==> config.mk <==
export PLATFORM = sky130hd
export DESIGN_NAME = cyber_player
export DESIGN_NICKNAME = d
export VERILOG_FILES = /design/src/rtl/tow_pkg.sv /design/src/rtl/cyber_player_lfsr10.sv /design/src/rtl/cyber_player.sv
export SDC_FILE = /design/constraint.sdc
export NUM_CORES = 1
export LEC_CHECK = 0
export ABC_AREA = 1
export CAP_MARGIN = 25
export CORE_ASPECT_RATIO = 0.6
export CORE_MARGIN = 2
export CORE_UTILIZATION = 50
export DETAILED_ROUTE_END_ITERATION = 16
export PLACE_DENSITY = 0.68
export SLEW_MARGIN = 20
export SYNTH_ARGS = -nofsm -noshare
export SYNTH_HDL_FRONTEND = slang
export SYNTH_HIERARCHICAL = 1
export SYNTH_SLANG_ARGS = --single-unit
==> constraint.sdc <==
create_clock -name clk -period 2.6 [get_ports clk]
set_clock_uncertainty 0.2 [all_clocks]
set_input_delay 0.52 -clock clk [delete_from_list [all_inputs] [get_ports clk]]
set_output_delay 0.52 -clock clk [all_outputs]
set_load 0.005 [all_outputs]
==> src/rtl/tow_pkg.sv <==
// Shared types and constants for the tug-of-war computer opponent.
// Provides LFSR width/taps, FSM state type and the LFSR step function.
package tow_pkg;

  localparam int LFSR_W_C = 10;
  localparam int TAP_HI   = 9;
  localparam int TAP_LO   = 6;

  typedef enum logic [1:0] {
    IDLE,
    RUN,
    COOL
  } cp_state_t;

  // x^10 + x^7 + 1, XNOR form: all-ones is the lock-up value,
  // so the all-zero reset value sits on the 1023-long cycle.
  function automatic logic [LFSR_W_C-1:0] lfsr_next(
    input logic [LFSR_W_C-1:0] v
  );
    return {v[LFSR_W_C-2:0], ~(v[TAP_HI] ^ v[TAP_LO])};
  endfunction

endpackage

==> src/rtl/cyber_player_lfsr10.sv <==
// 10-bit XNOR LFSR that steps only when adv is high.
// Ports: clk, reset (sync, active-low), adv (step), q (value).
module lfsr10
  import tow_pkg::*;
(
  input  logic                clk,
  input  logic                reset,
  input  logic                adv,
  output logic [LFSR_W_C-1:0] q
);

  logic [LFSR_W_C-1:0] r_q;

  always_ff @(posedge clk) begin
    if (!reset) begin
      r_q <= '0;
    end else if (adv) begin
      r_q <= lfsr_next(r_q);
    end
  end

  assign q = r_q;

endmodule

==> src/rtl/cyber_player.sv <==
// Computer opponent: one-cycle press pulses at an LFSR-driven rate.
// Ports: clk, reset (sync, active-low), enable, threshold -> press, lfsr_q.
module cyber_player
  import tow_pkg::*;
#(
  parameter int unsigned LFSR_W   = 10,
  parameter int unsigned PRESCALE = 25_000_000,
  parameter int unsigned COOLDOWN = 1
) (
  input  logic              clk,
  input  logic              reset,
  input  logic              enable,
  input  logic [LFSR_W-1:0] threshold,
  output logic              press,
  output logic [LFSR_W-1:0] lfsr_q
);

  localparam logic [31:0] PS_LAST = 32'(PRESCALE - 1);
  localparam logic [31:0] CD_LOAD = 32'(COOLDOWN);

  cp_state_t           r_state;
  cp_state_t           w_state_nxt;
  logic [31:0]         r_cnt;
  logic [31:0]         r_cool;
  logic [31:0]         w_cool_nxt;
  logic                r_press;
  logic                w_press_nxt;
  logic                w_tick;
  logic                w_adv;
  logic [LFSR_W_C-1:0] w_q;

  // A tick is cancelled by enable dropping in the same cycle.
  assign w_tick = (r_state != IDLE) && (r_cnt == PS_LAST);
  assign w_adv  = w_tick && enable;

  lfsr10 u_lfsr (
    .clk   (clk),
    .reset (reset),
    .adv   (w_adv),
    .q     (w_q)
  );

  always_ff @(posedge clk) begin
    if (!reset) begin
      r_state <= IDLE;
      r_cool  <= '0;
      r_press <= 1'b0;
    end else begin
      r_state <= w_state_nxt;
      r_cool  <= w_cool_nxt;
      r_press <= w_press_nxt;
    end
  end

  always_ff @(posedge clk) begin
    if (!reset) begin
      r_cnt <= '0;
    end else if (!enable || r_state == IDLE) begin
      r_cnt <= '0;
    end else if (r_cnt == PS_LAST) begin
      r_cnt <= '0;
    end else begin
      r_cnt <= r_cnt + 32'd1;
    end
  end

  always_comb begin
    w_state_nxt = r_state;
    w_cool_nxt  = r_cool;
    w_press_nxt = 1'b0;
    if (!enable) begin
      w_state_nxt = IDLE;
      w_cool_nxt  = '0;
    end else begin
      unique case (r_state)
        IDLE: begin
          w_state_nxt = RUN;
        end
        RUN: begin
          if (w_tick && (threshold > w_q)) begin
            w_press_nxt = 1'b1;
            if (CD_LOAD != 32'd0) begin
              w_state_nxt = COOL;
              w_cool_nxt  = CD_LOAD;
            end
          end
        end
        COOL: begin
          if (w_tick) begin
            w_cool_nxt = r_cool - 32'd1;
            if (r_cool <= 32'd1) begin
              w_state_nxt = RUN;
            end
          end
        end
        default: begin
          w_state_nxt = IDLE;
        end
      endcase
    end
  end

  assign press  = r_press;
  assign lfsr_q = w_q;

endmodule

Word-level counts from Yosys, hierarchy flattened:

Index checks and enable logic that the tools add are counted.

* input port bits: 13
* bits in registers: 77
* word-level logic and storage cells: 39

* equal/unequal tests: 6
* reduce and logical (&&, ||, !) cells: 13
* mux-type cells: 8
* $lt $le $gt $ge: 2
* bitwise gates (word level): 3
* add/sub/neg operators: 2

Operators by type and width (number)
* $mux W32: 2
* $pmux W32 S2: 1
* $add A32 B1 Y32 const B: 1
* $eq A32 B25 Y1 const B: 1
* $le A32 B1 Y1 const B: 1
* $sub A32 B1 Y32 const B: 1
* $gt A10 B10 Y1: 1
* $reduce_and A3 Y1: 3
* $mux W2: 3
* $ne A2 B2 Y1 const B: 3
* $pmux W2 S3: 1
* $reduce_bool A2 Y1: 2
* $logic_and A1 B1 Y1: 3
* $reduce_or A3 Y1: 1
* $eq A2 B1 Y1 const B: 1
* $eq A2 B2 Y1 const B: 1
* $logic_not A2 Y1: 1
* $not A1 Y1: 2
* $reduce_and A2 Y1: 1
* $logic_not A1 Y1: 1
* $logic_or A1 B1 Y1: 1
* $mux W1: 1
* $xor A1 B1 Y1: 1

Depth between registers and ports, before layout:

* depth after elaboration: 5
* gate-level depth with buffers: 16

Cells and area by module:

The synthesis kept the hierarchy.

By module, submodules not included
* cyber_player: cells each 697, sequential area each 1341.3 um^2, times used 1, area an instance 4317.9 um^2
* lfsr10: cells each 46, sequential area each 200.2 um^2, times used 1, area an instance 360.3 um^2

Least setup slack after synthesis:

Ideal clock, no wire load.

* kind: input to register
* start point: input port threshold[9]
* end point: register r_cool[0]
* stages: 14
* data arrival time: 1939 ps
* setup time: 111 ps
* setup slack: 350 ps
* data required time: 2289 ps
* cell sequence: ha_1 > nand2_1 > nor2_1 > inv_1 > a21oi_1 > nor2_1 > nor2_2 > nand3_2 > nand2_2 > buf_6 > buf_12 > nand3_1 > nand3_1 > inv_1

* longest elaborated chain between the ends: 4

RTL lines
* from (decl): line cyber_player.sv:13 `input logic [LFSR_W-1:0] threshold,`
* $gt A10 B10 Y1: line cyber_player.sv:80 `if (w_tick && (threshold > w_q)) begin`
* $logic_and A1 B1 Y1: line cyber_player.sv:80
* $ne A2 B2 Y1 (no line)
* $reduce_and A3 Y1 (no line)
* to (signal assigned): line cyber_player.sv:50 `r_cool <= w_cool_nxt;`
* to (decl): line cyber_player.sv:24 `logic [31:0] r_cool;`

Every way passes these cells.
A chain may end at the register's enable or synchronous reset.

Worst setup path in the final report:

* start point: input port threshold[5]
* end point: register r_cool[3]

Same word-level chain as after synthesis.

==> impl_metrics.yaml <==
timing:
  fmax_mhz: 395.4
  slew_headroom_pct: 54.18
  drv_slew: 0
  fin_crit_sh_pct: 97.28
  finalHoldViolCount: 0
  hold_ws_ns: 0.2592
  tightestPinTransition_ns: 0.6811
  fin_crit_ns: 2.529
  finalSetupViolCount: 0
clock_tree:
  clock_latency_ns: 0.34
  cts_hold_buffers: 0
  cts_buffers: 9
  cts_tree: "done"
  clk_pin_slew_ns: 0.06
  cts_buffer_depth: 2
  root_buffer: "clkbuf_16"
  cts.sinks: 77
  htree_levels: 3
logic_synthesis:
  netlist_top_cells_count: "nor2_1 (187), nand2_1 (158), inv_1 (84)"
  synth_flop_cell: "dfxtp_1"
  synth_nets: 769
  synth_top_area_share_pct: 32.95
  synthArstFlopShare_pct: 0
  synth.most_common_cell: "nor2_1"
  yosysUniqueCellTypes: 34
  ys_seq_elements: 77
  synth-edff-count: 0
  ys_warn_count: 6
  netlist_instances: 743
  syn_area_mm2: 0.004678
  synth.largest_area_cell: "dfxtp_1"
  syn_avg_cell_area_um2: 6.296
  synthTopCellsByArea: "dfxtp_1 (33%), nor2_1 (15%), nand2_1 (13%)"
  synth-seq-area-share_pct: 32.95
placed_design:
  post-place-cells: 884
  dpl-instance-area_mm2: 0.005085
  place_congestion: 0.9686
  dp_hpwl_mm: 8.812
  io_buffers: 23
power:
  seqPwrFrac_pct: 44.9
  combPwrFrac_pct: 3.1
  peakVddDrop_v: 0.0003584
  p_per_area_mw_per_mm2: 472.7
  switchingPower_w: 0.0005491
  switching_share_pct: 20.84
  p_int_w: 0.002086
  power_leakage_nw: 2.539
  power.share.clock_pct: 52.0
floorplanning:
  rows: 27
  ios: 24
  floorplan.die_area_mm2: 0.01017
  start_util_pct: 51.29
  core_mm2: 0.009121
  die_w_um: 128.9
  fp.dieH_um: 78.93
global_routing:
  grt_pass1_vias: 4239
  antenna_found_initial: 0
  grtUsageTotal_pct: 24.90
  grt_overflow: 0
  grt_pass1_wl_mm: 20.15
  grt_max_degree: 27
cells_and_area:
  finalNonFillerCells: 904
  areaGrowthSynthToFinish_pct: 19.15
  multi_input_area_mm2: 0.002814
  drive_above_1_share_pct: 9.518
  fin_nets: 809
  antenna_cells: 0
  n_fill_cell: 806
  final_area_mm2: 0.005574
  seqCellArea_mm2: 0.001541
worst_setup_path:
  crit_fanout: 7
  worst_setup_path_start_kind: "primary input"
  endpoint_kind: "flip-flop"
  required_ns: 2.63
  path_class: "in -> reg"
  arrival_ns: 2.56
drt:
  wire_per_inst_um: 13.39
  wl_mm: 12.11
  dr_total_vias: 4754
  drt-initial-drc-count: 496
  routed_via_density: 5.259
  drcViolationCount: 0
  dr.pass1.iters: 5
  detail-route-antenna-nets: 0
hold_path:
  hp-class: "reg -> reg"
run_status:
  outcome: "complete, no violations"
flow_run:
  drv_cap: 0
-- path summary, 6_finish.rpt --
path	from	endpoint	slack [ns]	cells past startpoint
worst max-delay path	threshold[5]	r_cool[3]	0.07	14
worst min-delay path	r_cnt[0]	r_cnt[0]	0.26	1
worst max register to register	u_lfsr/q[7]	r_cool[3]	0.18	14
worst min register to register	r_cnt[0]	r_cnt[0]	0.26	1
-- worst max-delay path: stages --
cell and delay (ns):
clkdlybuf4s50_1 0.41, ha_1 0.30, nand2_1 0.08, nor2_2 0.12, nand3_1 0.08, nand2_1 0.06
nor2_1 0.05, nor2_2 0.17, nand3_2 0.15, nand2_4 0.15, clkinvlp_4 0.14, clkbuf_16 0.19
nor2_1 0.10, nor2_1 0.05
-- cells by family (layout without fill, tap and decap cells) --
kind of cell	Yosys count	after routing	share of synthesized area (%)
flops	77	77	32.95
fa+ha+maj	13	13	3.477
buf+inv	98	143	8.826
simple gates	445	445	40.71
xor+xnor	24	24	4.493
compound gates	86	86	9.548
-- sequential cells by signal, summed over array words and instances, names as in the netlist --
register / count
press: 1
r_cnt: 32
r_cool: 32
r_state: 2
u_lfsr/q: 10
-- power by group through the flow --
stage                     clock network (W)   logic, W  registers, W
final                               0.00137  0.0000828       0.00118
after global routing                0.00144  0.0000936       0.00118
after CTS                           0.00139  0.0000779       0.00118
after detailed placement                  0  0.0000755       0.00121
after global placement                    0  0.0000741       0.00121
after floorplan                           0  0.0000387       0.00121
-- area by class of cell --
type	count	share of cell area, %
multi-input cells	568	50.48
flip-flops and latches	77	27.65
repair buffers	42	7.632
inverters	85	5.791
clock buffers	10	4.287
well taps	116	2.604
clock inverters	6	1.549
-- metal layers --
| metal | track usage (%) | share of wire, % | routed length [um] | vias up |
|---|---|---|---|---|
| li1 | - | - | - | 2423 |
| met1 | 38.59 | 52 | 6343 | 2109 |
| met2 | 33.81 | 38 | 4549 | 207 |
| met3 | 5.930 | 8.8 | 1064 | 15 |
| met4 | 6.522 | 1.2 | 147 | 0 |
| met5 | 0 | 0 | 0 | - |
-- cell usage in the layout, fill, tap and decap left out, drive strengths merged, types with 5 or more instances in the layout --
master | synthesis | routed
clkbuf | 8 | 11
dfxtp | 77 | 77
ha | 13 | 13
nor3 | 21 | 21
xor2 | 17 | 17
inv | 85 | 84
o21ai | 40 | 40
nor3b | 5 | 5
clkdlybuf4s50 | 0 | 19
nand2 | 164 | 164
buf | 5 | 18
nand3 | 38 | 38
xnor2 | 7 | 7
nand4 | 10 | 10
a21oi | 40 | 40
nor2 | 200 | 200
-- what timing repair did --
item                                   CTS  global route
setup endpoints to repair                8            32
setup buffers                            2             1
cloned                                   0             1
pin swaps                                1            12
endpoints found under the hold margin    0             0
resized for setup                        3            19
-- per-stage QoR --
| stage | TNS, ns | util, % | power [W] | worst slack [ns] |
|---|---|---|---|---|
| global route | -0.3382 | 61.11 | 0.002711 | -0.04905 |
| CTS | 0 | 59.74 | 0.002649 | 0.03277 |
| finish | 0 | 61.11 | 0.002635 | 0.07060 |
| floorplan | 0 | - | 0.001247 | 0.3500 |
| global placement | -8.357 | 55.75 | 0.001282 | -0.3507 |
| detailed placement | -9.528 | 55.75 | 0.001283 | -0.4022 |
Note: power is estimated with default switching activity, not from simulation.
